## src/rtl/ec_pkg.sv

```systemverilog
`default_nettype none
// ============================================================================
//  Module   : ec_pkg
//  Purpose  : Shared constants and types for the erasure-code bitmatrix
//             datapath (decode unit, XOR accumulator, bus interface).
//  Contents : W, PACKET_LENGTH, K, N_IN plus derived counter widths,
//             decode FSM state type and the packet type.
//  Revision : 1.0  initial release
// ============================================================================
package ec_pkg;

    // Bitmatrix word size: packets per strip and packets rebuilt per decode.
    localparam int W             = 4;
    // Bits carried by one packet.
    localparam int PACKET_LENGTH = 32;
    // Surviving strips consumed per decode.
    localparam int K             = 2;
    // Input packets per decode.
    localparam int N_IN          = K * W;

    // in_cnt must be able to hold N_IN itself so it never wraps mid-decode.
    localparam int CNT_W         = $clog2(N_IN + 1);
    // Row index width for the drain phase.
    localparam int IDX_W         = $clog2(W);

    typedef enum logic [1:0] {
        IDLE  = 2'd0,
        ACCUM = 2'd1,
        DRAIN = 2'd2
    } bm_dec_state_t;

    typedef logic [PACKET_LENGTH-1:0] packet_t;

endpackage : ec_pkg
`default_nettype wire

```

## src/rtl/bm_decode_unit_if.sv

```systemverilog
`default_nettype none
// ============================================================================
//  Module   : bm_decode_unit_if
//  Purpose  : Control, input-stream and output-stream signals of the
//             bitmatrix decode unit, bundled with directional modports.
//  Ports    : master - host side (drives start, input stream, out_ready)
//             slave  - decode unit side
//  Signals  : start, busy, done
//             in_valid / in_ready / in_packet / in_coef
//             out_valid / out_ready / out_packet / out_idx / out_last
//  Revision : 1.0  initial release
// ============================================================================
interface bm_decode_unit_if;
    import ec_pkg::*;

    logic                 start;
    logic                 busy;
    logic                 done;

    logic                 in_valid;
    logic                 in_ready;
    packet_t              in_packet;
    logic [W-1:0]         in_coef;

    logic                 out_valid;
    logic                 out_ready;
    packet_t              out_packet;
    logic [IDX_W-1:0]     out_idx;
    logic                 out_last;

    modport master (
        output start,
        output in_valid,
        output in_packet,
        output in_coef,
        output out_ready,
        input  busy,
        input  done,
        input  in_ready,
        input  out_valid,
        input  out_packet,
        input  out_idx,
        input  out_last
    );

    modport slave (
        input  start,
        input  in_valid,
        input  in_packet,
        input  in_coef,
        input  out_ready,
        output busy,
        output done,
        output in_ready,
        output out_valid,
        output out_packet,
        output out_idx,
        output out_last
    );

endinterface : bm_decode_unit_if
`default_nettype wire

```

## src/rtl/bm_xor_accum.sv

```systemverilog
`default_nettype none
// ============================================================================
//  Module   : bm_xor_accum
//  Purpose  : W packet-wide GF(2) accumulators. On en, every row whose coef
//             bit is set XORs pkt into its register. clr zeroes all rows
//             and takes priority over en.
//  Ports    : clk, rst_n  - clock / asynchronous active-low reset
//             clr         - synchronous clear of all rows
//             en          - accumulate enable (one input handshake)
//             coef[W]     - per-row select mask
//             pkt         - packet to fold in
//             acc         - all W accumulator values (registered)
//  Revision : 1.0  initial release
// ============================================================================
module bm_xor_accum
    import ec_pkg::*;
(
    input  wire logic                           clk,
    input  wire logic                           rst_n,
    input  wire logic                           clr,
    input  wire logic                           en,
    input  wire logic [W-1:0]                   coef,
    input  wire packet_t                        pkt,
    output logic      [W-1:0][PACKET_LENGTH-1:0] acc
);

    logic [W-1:0][PACKET_LENGTH-1:0] acc_q;
    logic [W-1:0][PACKET_LENGTH-1:0] acc_d;

    generate
        for (genvar r = 0; r < W; r++) begin : g_row
            always_comb begin
                acc_d[r] = acc_q[r];
                if (clr) begin
                    acc_d[r] = '0;
                end else if (en && coef[r]) begin
                    acc_d[r] = acc_q[r] ^ pkt;
                end
            end

            always_ff @(posedge clk or negedge rst_n) begin
                if (!rst_n) begin
                    acc_q[r] <= '0;
                end else begin
                    acc_q[r] <= acc_d[r];
                end
            end
        end
    endgenerate

    assign acc = acc_q;

endmodule : bm_xor_accum
`default_nettype wire

```

## src/rtl/bm_decode_unit.sv

```systemverilog
`default_nettype none
// ============================================================================
//  Module   : bm_decode_unit
//  Purpose  : Rebuilds W lost packets from K surviving strips. Accepts
//             N_IN = K*W packets, each with its decoding-bitmatrix column,
//             XOR-folds them into W row accumulators, then streams the W
//             reconstructed packets out in row order.
//  Ports    : clk   - single clock, all state on posedge
//             rst_n - asynchronous active-low reset
//             bus   - bm_decode_unit_if.slave (start/busy/done, input and
//                     output valid/ready streams)
//  Flow     : IDLE --start--> ACCUM --N_IN inputs--> DRAIN --W outputs--> IDLE
//  Revision : 1.0  initial release
// ============================================================================
module bm_decode_unit
    import ec_pkg::*;
(
    input  wire logic          clk,
    input  wire logic          rst_n,
    bm_decode_unit_if.slave    bus
);

    localparam logic [CNT_W-1:0] LAST_IN  = CNT_W'(N_IN - 1);
    localparam logic [IDX_W-1:0] LAST_ROW = IDX_W'(W - 1);

    bm_dec_state_t      state_q,   state_d;
    logic [CNT_W-1:0]   in_cnt_q,  in_cnt_d;
    logic [IDX_W-1:0]   out_idx_q, out_idx_d;
    logic               done_q,    done_d;

    logic               acc_clr;
    logic               acc_en;
    logic               in_ready;
    logic               out_valid;
    logic               out_last;
    logic               in_hs;
    logic               out_hs;

    logic [W-1:0][PACKET_LENGTH-1:0] acc;

    // Handshake-facing outputs are pure decodes of registered state, so
    // nothing on the output side depends combinationally on the inputs.
    assign in_ready  = (state_q == ACCUM);
    assign out_valid = (state_q == DRAIN);
    assign out_last  = out_valid && (out_idx_q == LAST_ROW);
    assign in_hs     = bus.in_valid  && in_ready;
    assign out_hs    = bus.out_ready && out_valid;

    always_comb begin
        state_d   = state_q;
        in_cnt_d  = in_cnt_q;
        out_idx_d = out_idx_q;
        done_d    = 1'b0;
        acc_clr   = 1'b0;
        acc_en    = 1'b0;

        case (state_q)
            IDLE: begin
                // start is only meaningful here; elsewhere it falls through.
                if (bus.start) begin
                    acc_clr   = 1'b1;
                    in_cnt_d  = '0;
                    out_idx_d = '0;
                    state_d   = ACCUM;
                end
            end

            ACCUM: begin
                if (in_hs) begin
                    acc_en   = 1'b1;
                    in_cnt_d = in_cnt_q + 1'b1;
                    if (in_cnt_q == LAST_IN) begin
                        out_idx_d = '0;
                        state_d   = DRAIN;
                    end
                end
            end

            DRAIN: begin
                if (out_hs) begin
                    if (out_idx_q == LAST_ROW) begin
                        out_idx_d = '0;
                        done_d    = 1'b1;
                        state_d   = IDLE;
                    end else begin
                        out_idx_d = out_idx_q + 1'b1;
                    end
                end
            end

            default: begin
                state_d = IDLE;
            end
        endcase
    end

    always_ff @(posedge clk or negedge rst_n) begin
        if (!rst_n) begin
            state_q   <= IDLE;
            in_cnt_q  <= '0;
            out_idx_q <= '0;
            done_q    <= 1'b0;
        end else begin
            state_q   <= state_d;
            in_cnt_q  <= in_cnt_d;
            out_idx_q <= out_idx_d;
            done_q    <= done_d;
        end
    end

    bm_xor_accum u_accum (
        .clk   (clk),
        .rst_n (rst_n),
        .clr   (acc_clr),
        .en    (acc_en),
        .coef  (bus.in_coef),
        .pkt   (bus.in_packet),
        .acc   (acc)
    );

    assign bus.in_ready   = in_ready;
    assign bus.out_valid  = out_valid;
    assign bus.out_last   = out_last;
    assign bus.out_idx    = out_idx_q;
    assign bus.out_packet = acc[out_idx_q];
    assign bus.busy       = (state_q != IDLE);
    assign bus.done       = done_q;

endmodule : bm_decode_unit
`default_nettype wire

```

## src/flat_wrapper.sv

```systemverilog
// flat-port wrapper written by rule: the top's interface ports become plain ports
module bm_decode_unit_flat import ec_pkg::*;
  (clk, rst_n, bus_start, bus_in_valid, bus_in_packet, bus_in_coef, bus_out_ready, bus_busy, bus_done, bus_in_ready, bus_out_valid, bus_out_packet, bus_out_idx, bus_out_last);
  bm_decode_unit_if bus_i ();
  input  wire logic clk;
  input  wire logic rst_n;
  input wire logic [$bits(bus_i.start)-1:0] bus_start;
  input wire logic [$bits(bus_i.in_valid)-1:0] bus_in_valid;
  input wire logic [$bits(bus_i.in_packet)-1:0] bus_in_packet;
  input wire logic [$bits(bus_i.in_coef)-1:0] bus_in_coef;
  input wire logic [$bits(bus_i.out_ready)-1:0] bus_out_ready;
  output wire logic [$bits(bus_i.busy)-1:0] bus_busy;
  output wire logic [$bits(bus_i.done)-1:0] bus_done;
  output wire logic [$bits(bus_i.in_ready)-1:0] bus_in_ready;
  output wire logic [$bits(bus_i.out_valid)-1:0] bus_out_valid;
  output wire logic [$bits(bus_i.out_packet)-1:0] bus_out_packet;
  output wire logic [$bits(bus_i.out_idx)-1:0] bus_out_idx;
  output wire logic [$bits(bus_i.out_last)-1:0] bus_out_last;
  assign bus_i.start = bus_start;
  assign bus_i.in_valid = bus_in_valid;
  assign bus_i.in_packet = bus_in_packet;
  assign bus_i.in_coef = bus_in_coef;
  assign bus_i.out_ready = bus_out_ready;
  assign bus_busy = bus_i.busy;
  assign bus_done = bus_i.done;
  assign bus_in_ready = bus_i.in_ready;
  assign bus_out_valid = bus_i.out_valid;
  assign bus_out_packet = bus_i.out_packet;
  assign bus_out_idx = bus_i.out_idx;
  assign bus_out_last = bus_i.out_last;
  bm_decode_unit u_core (.clk(clk), .rst_n(rst_n), .bus(bus_i));
endmodule
```

## config.mk

```make
export PLATFORM = sky130hd
export DESIGN_NAME = bm_decode_unit_flat
export DESIGN_NICKNAME = d
export VERILOG_FILES = /design/src/rtl/ec_pkg.sv /design/src/rtl/bm_decode_unit_if.sv /design/src/rtl/bm_xor_accum.sv /design/src/rtl/bm_decode_unit.sv /design/src/flat_wrapper.sv
export SDC_FILE = /design/constraint.sdc
export NUM_CORES = 1
export LEC_CHECK = 0
export CORE_ASPECT_RATIO = 2
export CORE_MARGIN = 3
export CORE_UTILIZATION = 35
export DETAILED_ROUTE_END_ITERATION = 8
export GPL_ROUTABILITY_DRIVEN = 0
export GPL_TIMING_DRIVEN = 0
export HOLD_SLACK_MARGIN = 0.15
export PLACE_DENSITY = 0.55
export SYNTH_ARGS = -nofsm -noshare
export SYNTH_HDL_FRONTEND = slang
export SYNTH_SLANG_ARGS = --single-unit
```

## constraint.sdc

```tcl
create_clock -name clk -period 2 [get_ports clk]
set_clock_uncertainty 0.2 [all_clocks]
set_input_delay 0.4 -clock clk [delete_from_list [all_inputs] [get_ports clk]]
set_output_delay 0.4 -clock clk [all_outputs]
set_load 0.005 [all_outputs]
```

Yosys cells after proc, flatten, opt, wreduce, memory -nomap -nowiden --
Index checks and enable logic that the tools add are counted.
Word-level totals: bits of input ports 41, register bits 137, word-level logic and storage cells 74, output and inout port bits 39
Cells by class: $add $sub $neg 2, magnitude comparators 1, bitwise gates (word level) 4, multiplexer cells 32, eq/ne operators 9, reduce and logical (&&, ||, !) cells 18
Operator list (number):
- 32-bit two-way mux | 9
- 32-bit XOR | 4
- 32-bit binary-select mux with 2-bit select | 1
- 2-bit two-way mux | 10
- 2-bit case mux with 3 select lines | 2
- 2-bit nonzero test | 6
- 2-bit != test (second input constant) | 5
- 5-bit AND reduction | 2
- 4-bit two-way mux | 2
- 4-bit case mux with 2 select lines | 1
- 1-bit logical AND | 7
- 1-bit two-way mux | 7
- 4-bit by 1-bit adder with 4-bit output (second input constant) | 1
- 2-bit equality test (second input constant) | 2
- 4-bit by 3-bit equality test with 1-bit output (second input constant) | 1
- 2-bit by 3-bit less-than comparator with 1-bit output (second input constant) | 1
- 3-bit AND reduction | 1
- 3-bit nonzero test | 1
- 2-bit by 1-bit adder with 2-bit output (second input constant) | 1
- 2-bit by 1-bit equality test with 1-bit output (second input constant) | 1
- 2-bit zero test | 1

Depth between registers and ports, before layout --
Gate-level depths: netlist of run 1.
depth after elaboration 7, mapped depth 6, depth with buffers taken out 4

By module --
Synthesis of run 1 repeated with hierarchy kept, for this count alone.
Second synthesis, totals: cell total of the unflattened synthesis 785, area total of the unflattened synthesis 8199.1 um2
By module, submodules not included:
- bm_xor_accum | times used 1, cells each 694, area each 6864.1 um2, sequential area each 3203.1 um2
- bm_decode_unit | times used 1, cells each 91, area each 1335.0 um2, sequential area each 225.2 um2

Worst setup path before layout of run 1 --
Ideal clock, no wire load.
path kind reg2out, start reg u_core.out_idx_q[0] (netlist: u_core.bus.out_idx[0]), end out bus_out_packet[0], setup slack 0.081 ns, buffers on the path 2, data required time 1.400 ns, data arrival time 1.319 ns, cell stages (with the launch flop) 4, path through dfrtp_1 buf_2 buf_4 mux4_2
Between the ends: longest elaborated chain between the ends 2
RTL lines:
- from (decl) | RTL line bm_decode_unit.sv:28 | logic [IDX_W-1:0] out_idx_q, out_idx_d;
- from (signal assigned) | RTL line bm_decode_unit.sv:106 | out_idx_q <= out_idx_d;
- 32-bit binary-select mux with 2-bit select | RTL line bm_decode_unit.sv:125 | assign bus.out_packet = acc[out_idx_q];
- 32-bit two-way mux (not written as such) | RTL line bm_decode_unit.sv:125
- to (decl) | RTL line flat_wrapper.sv:16 | output wire logic [$bits(bus_i.out_packet)-1:0] bus_out_packet;
No other way between the ends. The select of a mux whose other input is x is not followed.

Worst setup path in the final report of run 1 --
start reg u_core.out_idx_q[0] (netlist: u_core.bus.out_idx[0]), end out bus_out_packet[20]
The elaborated chain is that of the path after synthesis.

==> results of run 1 <==
[power breakdown]
part | switching [mW] | internal [mW]
Sequential | 0.890 | 3.96
Combinational | 1.89 | 2.08
Clock | 1.27 | 2.50
[registers in the layout (all words and copies together) (netlist names)]
name,flops
u_core.bus.done,1
u_core.in_cnt_q,4
u_core.u_accum.acc,128
u_core.state_q,2
u_core.bus.out_idx,2
[path summary, 6_finish.rpt]
path	to	start	slack [ns]	depth (start not counted)
min reg2reg	u_core.u_accum.acc[122]	u_core.u_accum.acc[122]	0.27	1
max in group asynchronous	u_core.u_accum.acc[123]	rst_n	0.45	3
max	bus_out_packet[20]	u_core.bus.out_idx[0]	-0.49	5
min in group asynchronous	u_core.u_accum.acc[3]	rst_n	0.32	2
max reg2reg	u_core.u_accum.acc[116]	u_core.state_q[0]	0.18	7
min	u_core.u_accum.acc[122]	u_core.u_accum.acc[122]	0.27	1
[worst max-delay path: cells and delay by family (launching register included)]
| family | cells | cell delay [ns] |
|---|---|---|
| buffers and inverters | 4 | 0.53 |
| multiplexers | 1 | 0.53 |
| flip-flops | 1 | 0.39 |
[cell type report]
| type | count | area, µm² | area share [%] |
|---|---|---|---|
| multi-input cells | 449 | 3310 | 36.4 |
| plain buffers | 40 | 459 | 5.06 |
| repair buffers | 98 | 856 | 9.43 |
| well taps | 262 | 328 | 3.61 |
| inverters | 2 | 7.51 | 0.0827 |
| clock buffers | 20 | 447 | 4.92 |
| clock inverters | 12 | 245 | 2.70 |
| flip-flops and latches | 137 | 3430 | 37.8 |
[per-stage QoR]
step | utilization [%] | std cells | power [mW] | setup slack [ns]
detailed placement | 41.4 | 971 | 9.04 | -0.758
finish | 45.6 | 1020 | 12.6 | -0.486
global placement | 41.3 | 970 | 8.76 | -5.09
floorplan | - | 629 | 7.22 | 0.0808
global route | 45.6 | 1020 | 13.4 | -0.536
CTS | 45.9 | 1020 | 12.7 | -0.519
[repair_timing]
action,CTS,global route
cloned,2,0
hold buffers,1,0
endpoints found under the hold margin,59,0
setup endpoints to repair,36,35
buffers inserted,14,3
resized for setup,171,8
[logic make-up (layout without fill, tap and decap cells)]
family	after synthesis	count (layout)	synth area share [%]
AOI/OAI and AO/OA	10	10	1.09
adders and majority gates	2	2	0.352
buffers and inverters	43	172	5.53
DFF	137	137	48.3
muxes	162	162	28.5
and+or+nand+nor	275	275	16.2
[layer usage]
layer / vias up / routed length (µm)
met5: - / 0
met4: 0 / 741
met3: 37 / 591
met2: 107 / 10400
met1: 2526 / 7500
li1: 2370 / -
[layout by cell type, fill, tap and decap left out, types with 3 or more instances in the layout]
cell	count
a22o_1	3
and4b_1	5
buf_12	8
buf_2	32
buf_4	11
buf_6	33
bufinv_16	7
clkbuf_1	5
clkbuf_16	17
clkbuf_8	3
clkdlybuf4s50_1	40
dfrtp_1	137
dlygate4sd2_1	3
mux2i_1	129
mux4_2	32
nand2_1	237
nand2_2	21
==> results.json, run 1 <==
{
  "first_pass_iters": 4,
  "crit_fanout": 7,
  "place_area_mm2": 0.00825,
  "final_nets": 788,
  "gr-max-usage-layer": "met2",
  "antenna_found_initial": 0,
  "tightest_slew_ns": 0.623,
  "startpoint_type": "register",
  "vias": 5040,
  "synthCells": 629,
  "syn_area_per_cell_um2": 11.3,
  "met1_usage_pct": 20.8,
  "path_clk_slew_ns": 0.06,
  "die_w_um": 107,
  "final.fill_count": 1902,
  "die-height_um": 207,
  "cts_tree": "built",
  "violations": "negative setup slack",
  "fin_tns_setup_ns": -12.54,
  "crit_path_cell_trace": "buf_12, buf_12, buf_6, mux4_2, buf_2",
  "rows": 73,
  "fin_crit_ns": 2.49,
  "drt_wl_total_mm": 19.2,
  "initial_core_util_pct": 35.7,
  "grtUsageMet3_pct": 3.24,
  "wl_per_cell_um": 18.9,
  "overflow": 0,
  "setup_slack_ns": -0.486,
  "synth_top_area_share_pct": 48.3,
  "dieArea_mm2": 0.0221,
  "cpMostUsedCell": "buf_12",
  "drc": 0,
  "p_per_area_mw_per_mm2": 1380,
  "min-delay-path-class": "register to register",
  "area_growth_pct": 27.8,
  "critical_path_class": "register to output port",
  "synth.largest_area_cell": "dfrtp_1",
  "cts_buffers": 17,
  "drt_iter0_markers": 196,
  "whs_ns": 0.267,
  "slew_violations": 0,
  "via_per_inst": 4.94,
  "ir_drop_uv": 560,
  "end_kind": "output port",
  "synthTopCellsByCount": "nand2_1, dfrtp_1, mux2i_1",
  "synthTopCellsByArea": "dfrtp_1, mux2i_1, nand2_1, mux4_2, buf_6",
  "core_mm2": 0.0199,
  "grt_max_degree": 79,
  "synth_edf_count": 0,
  "syn_area_mm2": 0.00710,
  "drive_gt1_share_pct": 23.6,
  "p_leak_nw": 4.77,
  "ys_seq_area_share_pct": 48.3,
  "ioPinCount": 80,
  "clk_path_buf_depth": 2,
  "grt_pass1_vias": 5541,
  "clock_latency_ns": 0.43,
  "slew_headroom_pct": 58.5,
  "synthArstFlopShare_pct": 100,
  "grt_usage_pct": 18.4,
  "slowest_stage": "mux4_2",
  "synthesis.nets": 672,
  "place_hpwl_mm": 13.1,
  "synthFlopType": "dfrtp_1",
  "insertedDiodeCount": 0,
  "rsz0062_at_grt": "true",
  "grt_pass1_wl_mm": 30.9,
  "use_met2_pct": 32.7,
  "yosysWarnings": 0,
  "status": "finished, violations left",
  "cts.sinks": 137,
  "max_cap_violations": 0,
  "period_share_pct": 124,
  "yosysMostFrequentCell": "nand2_1",
  "ys_seq_elements": 137,
  "crit_required_ns": 1.40,
  "setup_viol": 33,
  "synth_cell_types": 33,
  "hold_violations": 0,
  "final_area_mm2": 0.00908,
  "arrival_ns": 1.89,
  "clock.fmax_mhz": 402,
  "cts.root.buffer_cell": "clkbuf_16",
  "ant_nets": 0,
  "max_stage_delay_ns": 0.53,
  "place.port_buffers": 79,
  "htreeDepth": 4
}
(Power assumes the default switching activity.)
==> run 2, diff against run 1 <==
Settings changed: CTS_CLUSTER_DIAMETER from default to 60, MAX_ROUTING_LAYER from default to met4.
==> results.json, run 2 (synthesis gave the netlist of run 1 again) <==
{
  "insertedDiodeCount": 0,
  "grt_pass1_wl_mm": 30.9,
  "cts.root.buffer_cell": "clkbuf_16",
  "r2r-end": "u_core.u_accum.acc[116]",
  "p_leak_nw": 4.74,
  "critPathTopFamily": "buffers and inverters",
  "grt_usage_pct": 18.9,
  "via_per_inst": 4.96,
  "setup_slack_ns": -0.483,
  "p_per_area_mw_per_mm2": 1390,
  "rrSetupSlack_ns": 0.17,
  "final_common_cell": "nand2_1",
  "overflow": 0,
  "min_from": "u_core.u_accum.acc[122]",
  "min_path_cells": 1,
  "reg2reg_from": "u_core.state_q[0]",
  "cts.sinks": 137,
  "tightest_slew_ns": 0.650,
  "slowest_stage": "mux4_2",
  "final_nets": 787,
  "slew_headroom_pct": 56.6,
  "whs_ns": 0.269,
  "clk_path_buf_depth": 2,
  "cpMostUsedCell": "buf_12",
  "drt_wl_total_mm": 19.2,
  "ant_nets": 0,
  "critical_path_class": "register to output port",
  "crit_required_ns": 1.40,
  "drt_iter0_markers": 199,
  "grt_max_degree": 79,
  "area_growth_pct": 27.7,
  "setup_viol": 33,
  "power_frac_seq_pct": 38.5,
  "antenna_found_initial": 0,
  "place.port_buffers": 79,
  "drive_gt1_share_pct": 23.5,
  "htreeDepth": 4,
  "vias": 5057,
  "violations": "negative setup slack",
  "die_w_um": 107,
  "final.fill_count": 1903,
  "crit_fanout": 7,
  "path_buf_inv": 4,
  "swShare_pct": 32.2,
  "slew_violations": 0,
  "p_comb_share_pct": 31.5,
  "ff2ff_path_depth": 7,
  "ir_drop_uv": 558,
  "dieArea_mm2": 0.0221,
  "rsz0062_at_grt": "true",
  "first_pass_iters": 4,
  "wl_per_cell_um": 18.8,
  "core_mm2": 0.0199,
  "ioPinCount": 80,
  "die-height_um": 207,
  "most-common-layout-cells": "nand2_1, dfrtp_1, mux2i_1",
  "grt_pass1_vias": 5536,
  "largest_reg_flops": 128,
  "place_area_mm2": 0.00825,
  "place_hpwl_mm": 13.1,
  "arrival_ns": 1.88,
  "clock_latency_ns": 0.43,
  "drc": 0,
  "min-delay-path-class": "register to register",
  "initial_core_util_pct": 35.7,
  "clock.fmax_mhz": 403,
  "startpoint_type": "register",
  "max_cap_violations": 0,
  "period_share_pct": 124,
  "internal_power_mw": 8.53,
  "cts_tree": "built",
  "cts_buffers": 17,
  "max_stage_delay_ns": 0.53,
  "crit_path_cell_trace": "buf_12, buf_12, buf_6, mux4_2, buf_2",
  "fin_crit_ns": 2.48,
  "end_kind": "output port",
  "clkPwrFrac_pct": 29.9,
  "rows": 73,
  "final_area_mm2": 0.00907,
  "path_clk_slew_ns": 0.06,
  "hold_violations": 0,
  "switchingPower_mw": 4.05,
  "status": "finished, violations left",
  "hold-path-endpoint": "u_core.u_accum.acc[122]"
}
==> run 2: cell count changes in the layout (fill, tap and decap cells not counted), sizes merged <==
| cell | previous run | this run |
|---|---|---|
| buf | 86 | 85 |
| clkdlybuf4s50 | 40 | 41 |
| dlymetal6s2s | 1 | 0 |
==> run 2: final cells by class <==
class                      count  area, µm²  share of cell area (%)
sequential                   137       3430                    37.8
multi-input combinational    449       3310                    36.5
timing repair buffer          97        846                    9.33
buffer                        40        459                    5.06
clock buffer                  20        447                    4.92
tap                          262        328                    3.61
clock inverter                12        245                    2.70
inverter                       2       7.51                  0.0828
==> run 2: how the worst max path moves through the flow <==
stage,startpoint,end,cells past startpoint
finish,u_core.bus.out_idx[0],bus_out_packet[20],5
detailed placement,u_core.bus.out_idx[1],bus_out_packet[9],4
CTS,u_core.bus.out_idx[0],bus_out_packet[9],5
global route,u_core.bus.out_idx[0],bus_out_packet[20],5
global placement,rst_n,u_core.bus.done,1
floorplan,u_core.bus.out_idx[0],bus_out_packet[0],3
==> run 2: power groups by stage <==
stage,logic (mW),clock network (mW),registers (mW)
final,3.97,3.77,4.85
after global placement,3.99,0,4.76
after detailed placement,4.16,0,4.88
after global routing,4.40,3.94,5.02
after floorplan,2.62,0,4.60
after CTS,4.09,3.81,4.84
==> run 2: what timing repair did <==
| action | 4_1_cts | 5_1_grt |
|---|---|---|
| setup endpoints to repair | 36 | 34 |
| setup buffers | 14 | 2 |
| resized for setup | 171 | 7 |
| endpoints found under the hold margin | 59 | 0 |
| hold buffers | 1 | 0 |
| gates cloned | 2 | 0 |
==> run 2: metal layers <==
| metal | share of wire, % | vias up | GRT usage [%] |
|---|---|---|---|
| li1 | - | 2367 | - |
| met1 | 39 | 2524 | 20.8 |
| met2 | 54 | 118 | 32.8 |
| met3 | 3.4 | 48 | 2.99 |
| met4 | 4.0 | 0 | 9.14 |
| met5 | 0 | - | - |
==> run 2: through the flow <==
stage	std cells	power [mW]	utilization (%)	setup TNS [ns]	setup WS [ns]
6_report	1019	12.6	45.6	-12.35	-0.483
4_1_cts	1020	12.7	45.9	-14.57	-0.519
3_5_place_dp	971	9.04	41.4	-52.27	-0.758
5_1_grt	1019	13.4	45.6	-14.02	-0.535
2_1_floorplan	629	7.22	-	0	0.0808
3_3_place_gp	970	8.76	41.3	-745.37	-5.09
==> run 3, diff against run 2 <==
--- a/config.mk
+++ b/config.mk
@@ -7,5 +7,5 @@
 export LEC_CHECK = 0
 export CORE_ASPECT_RATIO = 2
-export CORE_MARGIN = 3
+export CORE_MARGIN = 1
 export CORE_UTILIZATION = 35
 export CTS_CLUSTER_DIAMETER = 60
==> constraint.sdc (replaced) <==
create_clock -name clk -period 2 [get_ports clk]
set_clock_uncertainty 0.2 [all_clocks]
set_input_delay 0.4 -clock clk [delete_from_list [all_inputs] [get_ports clk]]
set_output_delay 0.4 -clock clk [all_outputs]
set_load 0.02 [all_outputs]
==> results.json, run 3 (synthesis gave the netlist of run 1 again) <==
{
  "final_area_mm2": 0.00914,
  "cts.root.buffer_cell": "clkbuf_16",
  "startpoint_type": "register",
  "vias": 5144,
  "most-common-layout-cells": "nand2_1, dfrtp_1, mux2i_1",
  "path_clk_slew_ns": 0.06,
  "grt_pass1_wl_mm": 30.5,
  "arrival_ns": 1.82,
  "largest_reg_flops": 128,
  "place_area_mm2": 0.00826,
  "end_kind": "output port",
  "clock.fmax_mhz": 413,
  "grt_pass1_vias": 5512,
  "htreeDepth": 4,
  "die_w_um": 103,
  "whs_ns": 0.244,
  "insertedDiodeCount": 0,
  "slew_violations": 0,
  "core_mm2": 0.0199,
  "crit_path_cell_trace": "buf_12, buf_12, mux4_2, buf_6",
  "utilization_pct": 45.9,
  "final_nets": 783,
  "cpMostUsedCell": "buf_12",
  "rsz0062_at_grt": "true",
  "slew_headroom_pct": 56.6,
  "drive_gt1_share_pct": 23.9,
  "hold_violations": 0,
  "ant_nets": 0,
  "rows": 73,
  "die-height_um": 203,
  "dieArea_mm2": 0.0209,
  "ir_drop_uv": 473,
  "grt_usage_pct": 20.5,
  "ioPinCount": 80,
  "initial_core_util_pct": 35.7,
  "power_frac_seq_pct": 37.8,
  "drt_wl_total_mm": 19.1,
  "setup_slack_ns": -0.423,
  "wl_per_cell_um": 18.8,
  "swShare_pct": 34.9,
  "slowest_stage": "mux4_2",
  "critical_path_class": "register to output port",
  "clock_latency_ns": 0.42,
  "via_per_inst": 5.07,
  "setup_viol": 33,
  "drt_iter0_markers": 206,
  "cts_buffers": 17,
  "p_total_mw": 12.9,
  "tightest_slew_ns": 0.651,
  "overflow": 0,
  "max_cap_violations": 0,
  "violations": "negative setup slack",
  "first_pass_iters": 4,
  "max_stage_delay_ns": 0.54,
  "dp_slack_ns": -0.830,
  "period_share_pct": 121,
  "crit_required_ns": 1.40,
  "place.port_buffers": 79,
  "place_hpwl_mm": 13.0,
  "status": "finished, violations left",
  "final_common_cell": "nand2_1",
  "clk_path_buf_depth": 2,
  "antenna_found_initial": 0,
  "cts.sinks": 137,
  "clkPwrFrac_pct": 25.1,
  "area_growth_pct": 28.7,
  "drc": 0,
  "internal_power_mw": 8.37,
  "grt_max_degree": 102,
  "switchingPower_mw": 4.49,
  "fin_crit_ns": 2.42,
  "p_per_area_mw_per_mm2": 1410,
  "p_leak_nw": 4.73,
  "cts_tree": "built",
  "crit_fanout": 8,
  "min-delay-path-class": "input pin to async pin",
  "p_comb_share_pct": 37.1
}
==> run 3: cell types whose count changed in the layout (fill, tap and decap cells not counted), sizes merged <==
cell           delta
buf               -1
bufinv            -5
clkbuf            +2
clkdlybuf4s50     -1
clkinv            +1
clkinvlp          +1
dlygate4sd2       -2
inv               +1
==> run 3: final cells by class <==
class | instances | area [µm²]
Timing Repair Buffer | 92 | 985
Multi-Input combinational cell | 449 | 3310
Clock inverter | 10 | 116
Fill cell | 1921 | 10800
Buffer | 41 | 479
Sequential cell | 137 | 3430
Tap cell | 262 | 328
Inverter | 2 | 7.51
Clock buffer | 22 | 484
==> run 3: worst max-delay path: cells and delay by family, from the launching register on <==
kind	cells	cell delay (ns)
flip-flops	1	0.39
buffers and inverters	3	0.46
multiplexers	1	0.54
==> run 3: worst paths after layout <==
path | start | slack (ns) | cells after the start | endpoint
worst max-delay path | u_core.bus.out_idx[0] | -0.42 | 4 | bus_out_packet[9]
worst min-delay path | rst_n | 0.24 | 2 | u_core.u_accum.acc[48]
worst max register to register | u_core.state_q[0] | 0.17 | 5 | u_core.u_accum.acc[63]
worst min register to register | u_core.u_accum.acc[4] | 0.27 | 1 | u_core.u_accum.acc[4]
max in group asynchronous | rst_n | 0.49 | 3 | u_core.u_accum.acc[57]
min in group clk | u_core.u_accum.acc[4] | 0.27 | 1 | u_core.u_accum.acc[4]
==> run 3: timing repair <==
item / 4_1_cts / 5_1_grt
endpoints found under the hold margin: 36 / 0
cloned: 2 / 1
setup endpoints to repair: 38 / 35
resized for setup: 226 / 25
hold buffers: 1 / 0
buffers inserted: 8 / 3
==> run 3: metal layers <==
layer | GRT usage, % | vias up | wire length (µm)
met5 | - | - | 0
met4 | 9.10 | 0 | 556
met3 | 3.05 | 44 | 508
met2 | 36.5 | 107 | 10700
met1 | 22.0 | 2635 | 7330
li1 | - | 2358 | -
==> run 3: power groups by stage <==
stage,sequential [mW],combinational (mW),clock (mW)
2_1_floorplan,4.60,3.03,0
3_3_place_gp,4.77,4.40,0
6_report,4.86,4.78,3.22
3_5_place_dp,4.89,4.55,0
4_1_cts,4.85,4.74,3.28
5_1_grt,5.03,5.21,3.40
==> run 3: through the flow <==
stage	setup TNS (ns)	cells
4_1_cts	-13.93	1014
3_3_place_gp	-743.05	970
2_1_floorplan	0	629
5_1_grt	-14.12	1015
6_report	-12.37	1015
3_5_place_dp	-53.40	971
